## src/rtl/thermal_sched.sv

```systemverilog
// Thermal-aware job scheduler: dispatches each job to the coolest idle, unthrottled core
// and pauses cores whose temperature crosses a hysteresis band.
module thermal_sched #(
  parameter int NCORES = 3,
  parameter int TEMP_W = 8,
  parameter int DUR_W  = 8,
  parameter int TRIP   = 90,
  parameter int RESUME = 80
) (
  input  logic                     CLK,
  input  logic                     nRST,
  input  logic                     job_valid,
  output logic                     job_ready,
  input  logic [DUR_W-1:0]         job_dur,
  input  logic [NCORES*TEMP_W-1:0] temperature,
  output logic [NCORES-1:0]        in_use,
  output logic [NCORES-1:0]        throttled,
  output logic [NCORES-1:0]        done_pulse,
  output logic                     halted
);

  localparam int PTR_W = (NCORES > 1) ? $clog2(NCORES) : 1;
  localparam logic [TEMP_W-1:0] TRIP_T   = TEMP_W'(TRIP);
  localparam logic [TEMP_W-1:0] RESUME_T = TEMP_W'(RESUME);
  localparam logic [PTR_W-1:0]  LAST_IDX = PTR_W'(NCORES - 1);

  typedef enum logic {RUN, HALT} state_e;

  state_e             state_q, state_d;
  logic [DUR_W-1:0]   cnt_q [NCORES];
  logic [DUR_W-1:0]   cnt_d [NCORES];
  logic [NCORES-1:0]  busy_q, busy_d;
  logic [NCORES-1:0]  thr_q, thr_d;
  logic [NCORES-1:0]  done_q, done_d;
  logic [PTR_W-1:0]   rr_q, rr_d;

  logic [TEMP_W-1:0]  tempW [NCORES];
  logic [NCORES-1:0]  eligible;
  logic               handshake;
  logic               found;
  logic [PTR_W-1:0]   chosen;
  logic [TEMP_W-1:0]  bestTemp;
  logic [DUR_W-1:0]   durEff;
  int                 idx;

  always_comb begin
    for (int k = 0; k < NCORES; k++) begin
      tempW[k] = temperature[k*TEMP_W +: TEMP_W];
    end
  end

  assign eligible   = ~busy_q & ~thr_q;
  assign in_use     = busy_q & ~thr_q;
  assign throttled  = thr_q;
  assign done_pulse = done_q;
  assign halted     = (state_q == HALT);
  assign job_ready  = (state_q == RUN) && (|eligible);
  assign handshake  = job_valid & job_ready;
  assign durEff     = (job_dur == '0) ? DUR_W'(1) : job_dur;

  // Scan starting at rr_q; strict less-than keeps the first core found on a temperature tie.
  always_comb begin
    found    = 1'b0;
    chosen   = '0;
    bestTemp = '0;
    idx      = 0;
    for (int i = 0; i < NCORES; i++) begin
      idx = int'(rr_q) + i;
      if (idx >= NCORES) idx = idx - NCORES;
      if (eligible[idx] && (!found || tempW[idx] < bestTemp)) begin
        found    = 1'b1;
        chosen   = PTR_W'(idx);
        bestTemp = tempW[idx];
      end
    end
  end

  always_comb begin
    cnt_d  = cnt_q;
    busy_d = busy_q;
    thr_d  = thr_q;
    done_d = '0;
    rr_d   = rr_q;
    for (int k = 0; k < NCORES; k++) begin
      if (in_use[k]) begin
        if (cnt_q[k] == DUR_W'(1)) begin
          cnt_d[k]  = '0;
          busy_d[k] = 1'b0;
          done_d[k] = 1'b1;
        end else begin
          cnt_d[k] = cnt_q[k] - DUR_W'(1);
        end
      end
      if (tempW[k] >= TRIP_T) begin
        thr_d[k] = 1'b1;
      end else if (tempW[k] < RESUME_T) begin
        thr_d[k] = 1'b0;
      end
    end
    if (handshake) begin
      cnt_d[chosen]  = durEff;
      busy_d[chosen] = 1'b1;
      rr_d           = (chosen == LAST_IDX) ? '0 : chosen + PTR_W'(1);
    end
  end

  always_comb begin
    state_d = state_q;
    case (state_q)
      RUN:     if (&thr_q)  state_d = HALT;
      HALT:    if (~&thr_q) state_d = RUN;
      default: state_d = RUN;
    endcase
  end

  always_ff @(posedge CLK or negedge nRST) begin
    if (!nRST) begin
      state_q <= RUN;
      busy_q  <= '0;
      thr_q   <= '0;
      done_q  <= '0;
      rr_q    <= '0;
      for (int k = 0; k < NCORES; k++) cnt_q[k] <= '0;
    end else begin
      state_q <= state_d;
      busy_q  <= busy_d;
      thr_q   <= thr_d;
      done_q  <= done_d;
      rr_q    <= rr_d;
      for (int k = 0; k < NCORES; k++) cnt_q[k] <= cnt_d[k];
    end
  end

endmodule

```

## config.mk

```make
export PLATFORM = sky130hd
export DESIGN_NAME = thermal_sched
export DESIGN_NICKNAME = d
export VERILOG_FILES = /design/src/rtl/thermal_sched.sv
export SDC_FILE = /design/constraint.sdc
export NUM_CORES = 1
export LEC_CHECK = 0
export BUFFER_PORTS_ARGS = -buffer_cell sky130_fd_sc_hd__buf_2
export CAP_MARGIN = 10
export CORE_AREA = 2 2 79 81
export DETAILED_ROUTE_END_ITERATION = 10
export DIE_AREA = 0 0 81 83
export PLACE_DENSITY = 0.89
export SYNTH_ARGS = -nofsm -noshare
export SYNTH_HDL_FRONTEND = slang
export SYNTH_SLANG_ARGS = --single-unit
```

## constraint.sdc

```tcl
create_clock -name CLK -period 7.8 [get_ports CLK]
set_input_delay 0.39 -clock CLK [delete_from_list [all_inputs] [get_ports CLK]]
set_output_delay 0.39 -clock CLK [all_outputs]
set_load 0.01 [all_outputs]
```

==> After elaboration in Yosys (flattened, before gate mapping) <==
Cells that the tools add are included.
{ "totals": {"in_bits": 35, "elab_cells": 132, "mem_bits_rw": 0, "ff_bits": 36, "latchBits": 0, "rom_bits": 0, "n_memories": 0} }
{ "op_classes": {"n_reduce_logical": 15, "order_cmp": 21, "mul": 0, "n_mux": 62, "add_sub_neg": 9, "eq_ne": 4, "shift": 0, "div": 0, "bitwise": 11} }
{ "ops": {"columns": ["op", "count"], "rows": [
  ["$mux 8", 16],
  ["$ge 32x3->1 const B", 3],
  ["$lt 32x4->1 const B", 3],
  ["$mux 32", 3],
  ["$not 32->32", 3],
  ["$bmux 8 s2", 3],
  ["$mux 1", 28],
  ["$bwmux 24", 1],
  ["$eq 8x1->1 const B", 3],
  ["$ge 8x7->1 const B", 3],
  ["$lt 8x7->1 const B", 3],
  ["$mux 24", 1],
  ["$sub 8x1->8 const B", 3],
  ["$demux 8 s2", 1],
  ["$lt 8x8->1", 2],
  ["$logic_not 8->1", 1],
  ["$mux 2", 4],
  ["$sub 3x2->4 const B", 2],
  ["$and 3x3->3", 2],
  ["$bmux 1 s2", 3],
  ["$ge 3x2->1 const B", 2],
  ["$not 3->3", 2],
  ["$reduce_bool 2->1", 3],
  ["$logic_and 1x1->1", 5],
  ["20 further kinds", 22]
]} }

==> Depth between registers and ports, before layout <==
{ "logic_depth": {"ltp_word": 22, "depth_mapped": 23, "depth_no_buf": 20} }

==> Worst setup path after synthesis <==
Ideal clock, no wire load.
{ "synth_timing": {"kind": "flip-flop to flip-flop", "startpoint": "reg rr_q[0]", "endpoint": "reg cnt_q[1] (netlist name)", "slack_ns": 2.213, "n_path_buf": 5, "required_ns": 7.675, "arrival_time_ns": 5.462, "stages_incl_launch_ff": 24, "cell_sequence": "dfrtp_1 -> inv_1 -> ha_1 -> buf_4 -> clkbuf_1 -> buf_1 -> buf_1 -> a21oi_1 -> o21ai_0 -> ha_1 -> nand4_1 -> a211o_1 -> a211o_1 -> clkbuf_2 -> a21oi_1 -> a31oi_1 -> ha_1 -> a211o_1 -> a221o_1 -> a221o_1 -> a21oi_2 -> o21a_2 -> mux2i_4 -> mux2_2"} }
{ "synth_lines": {"columns": ["element", "line_no", "rtl"], "rows": [
  ["start: declaration", "35", "logic [PTR_W-1:0] rr_q, rr_d;"],
  ["start signal: assignment", "129", "rr_q <= rr_d;"],
  ["end: declaration", "30", "logic [DUR_W-1:0] cnt_q [NCORES];"]
]} }

==> metrics.yaml <==
run_status: "finished clean"
max-slew-margin-rel: 0.285
category_of_the_worst_setup_path_launch_point: "flop"
num_antenna_cells: 0
finalCoreUtilization: 0.639
area.growth.synth_to_final_pct: 10.4
design.core.area_um2: 5820
route.detailed.vias_per_inst: 6.28
final_worst_path_cycle_share: 0.849
synth_cell_types: 53
worstSkewPairLatency_ns: 0.30
critPathMaxFanout: 29
clock-root-buffer: "clkbuf_8"
yosys_warnings: 0
synth.yosys.seq_area_share: 0.267
layout.cells.most_common_list: "45 x buf_2, 41 x o21ai_0, 36 x nor2_1, 36 x dfrtp_1, 32 x a21oi_1"
drcViolationCount: 0
core.rowCount: 28
number_of_global_route_vias_before_repair: 3075
worstHoldPathType: "input pin to asynchronous set/reset pin"
floorplan.die.width_um: 81
finalWorstSetupSlack_ns: 1.18
post_synth.cell_area_avg_um2: 8.38
slew_viol_final: 0
synthFlopType: "dfrtp_1"
beginning_of_the_worst_register_to_register_path: "rr_q[0]"
drtAntennaViolNets: 0
worstSetupEndpointType: "flop"
cts-htree-levels: 2
cts_tree: "yes"
post_synth_inst_count: 402
clock_path_buffers: 2
timing.setup.tns_ns: 0
worst_path_max_delay_cell: "ha_1"
pre_cts_slack_ns: 1.28
grt_overflow: 0
timing.critical_path.cells: "inv_1 -> ha_1 -> nor4b_2 -> a211o_1 -> o211ai_1 -> ha_1 -> nand4_1 -> a211o_1 -> a21oi_1 -> o21ai_1 -> a31oi_1 -> ha_1 -> a211o_1 -> a221o_1 -> a221o_1 -> a21oi_2 -> o21a_2 -> mux2i_4 -> mux2_2"
synth_area_um2: 3370
hold_viol: 0
data_arrival_time_of_the_critical_path_ns: 6.80
final-setup-viol-count: 0
synthesized_net_count: 460
synthArstFlopShare: 1.00
achievable-frequency_ghz: 0.151
effective_utilization_at_floorplan: 0.579
worst-endpoint-required_ns: 7.98
port_buf_inserts: 45
cts.repair.resized: 0
gp_routability_congestion: 0.986
dr_total_vias: 3243
cts.repair_timing.setup_buffer_count: 0
number_of_i_o_pins: 46
synth-seq-cells: 36
cts.hold.buffers_added: 0
globalRouteTotalUtil: 0.273
skew_ns: 0.00980
drive_gt1_frac: 0.204
drt_pass1_iterations: 5
layout.cells.most_common: "buf_2"
synth_edf_count: 0
drt-initial-drc-count: 211
dp_hpwl_um: 6810
worstMarginPinSlew_ns: 1.07
grt_start_max_net_pins: 37
fillers: 498
finalNetCount: 498
setup.worst_path.start: "rr_q[0]"
total_power_consumption_of_the_routed_design_mw: 1.37
routed_wl_um: 8890
die_area_um2: 6720
fin_crit_ns: 6.62
max-cap-violations: 0
crit_type: "flop to flop"
cp_slowest_stage_delay_ns: 0.75
grt_first_pass_wirelength_um: 14500
clock_pin_slew_on_the_worst_setup_and_hold_paths_ns: 0.07
ir_worst_vdd_mv: 0.188
antenna_found_initial: 0
numCtsBuffers: 5
power_leakage_nw: 1.62
power_density_relative_to_cell_area_nw_per_um2: 368
dieHeight_um: 83
avgRoutedWirePerCell_um: 17.2
setup_repair_after_global_routing_missed_its_margin: "false"
number_of_clock_sinks: 36
dpl_cell_area_um2: 3610
final_design_area_no_fill_um2: 3720
[final timing paths]
path,end,slack (ns),depth (start not counted)
max,cnt_q[3],1.18,19
min,cnt_q[6],0.17,1
max reg2reg,cnt_q[3],1.18,19
min reg2reg,rr_q[1],0.52,1
max in group asynchronous,rr_q[1],7.14,1
min in group CLK,throttled[0],0.32,2
[per-stage QoR]
step                      cells  hold slack (ns)
after floorplan             402           0.0944
after global placement      508            0.497
after detailed placement    508            0.507
after CTS                   516            0.188
after global routing        516            0.231
final                       516            0.167
[logic make-up after synthesis]
logic type	count (synthesis)	share of synthesized area
adder cells (fa/ha/maj)	23	0.0854
AND/OR/NAND/NOR	132	0.199
AO/OA/AOI/OAI	132	0.258
multiplexers	37	0.124
XOR/XNOR	8	0.0208
buffers and inverters	34	0.0461
flip-flops	36	0.267
[cell type report]
type | count | area [µm²] | share of cell area
Multi-Input combinational cell | 332 | 2310 | 0.622
Sequential cell | 36 | 901 | 0.242
Timing Repair Buffer | 45 | 225 | 0.0606
Tap cell | 75 | 93.8 | 0.0252
Inverter | 20 | 75.1 | 0.0202
Clock buffer | 5 | 68.8 | 0.0185
Clock inverter | 3 | 42.5 | 0.0114
[worst max-delay path: cells and delay by family, from the launching register on]
family / cells / cell delay [ns]
compound gates: 11 / 3.17
fa+ha+maj: 3 / 1.39
mux: 2 / 0.85
simple gates: 2 / 0.59
flops: 1 / 0.41
buf+inv: 1 / 0.08
[where the power goes]
part           switching (mW)  internal [mW]  total, mW
Sequential             0.0777          0.260      0.338
Clock                  0.0695         0.0945      0.164
Combinational           0.505          0.361      0.866
[layer usage]
| metal | GRT usage | up-vias | routed length [µm] |
|---|---|---|---|
| li1 | - | 1555 | - |
| met1 | 0.348 | 1560 | 3880 |
| met2 | 0.458 | 110 | 4340 |
| met3 | 0.0359 | 18 | 450 |
| met4 | 0.116 | 0 | 221 |
| met5 | 0 | - | 0 |
[synthesized netlist by cell type (6+ instances only)]
library cell,number,share of area
o21ai_0,41,0.061
dfrtp_1,36,0.27
nor2_1,36,0.040
a21oi_1,32,0.048
nand2_1,31,0.035
mux2_2,27,0.090
ha_1,23,0.085
inv_1,20,0.022
nor2b_1,11,0.020
nor3_1,11,0.016
a31oi_1,9,0.017
mux2i_1,9,0.027
nand2b_1,8,0.015
nor4_1,8,0.015
o211ai_1,8,0.018
o21a_1,7,0.016
xnor2_1,6,0.016
[flip-flops by register name (all words and copies together) (netlist names)]
signal	count
halted	1
cnt_q	24
done_pulse	3
busy_q	3
rr_q	2
throttled	3
(Power assumes the default switching activity.)
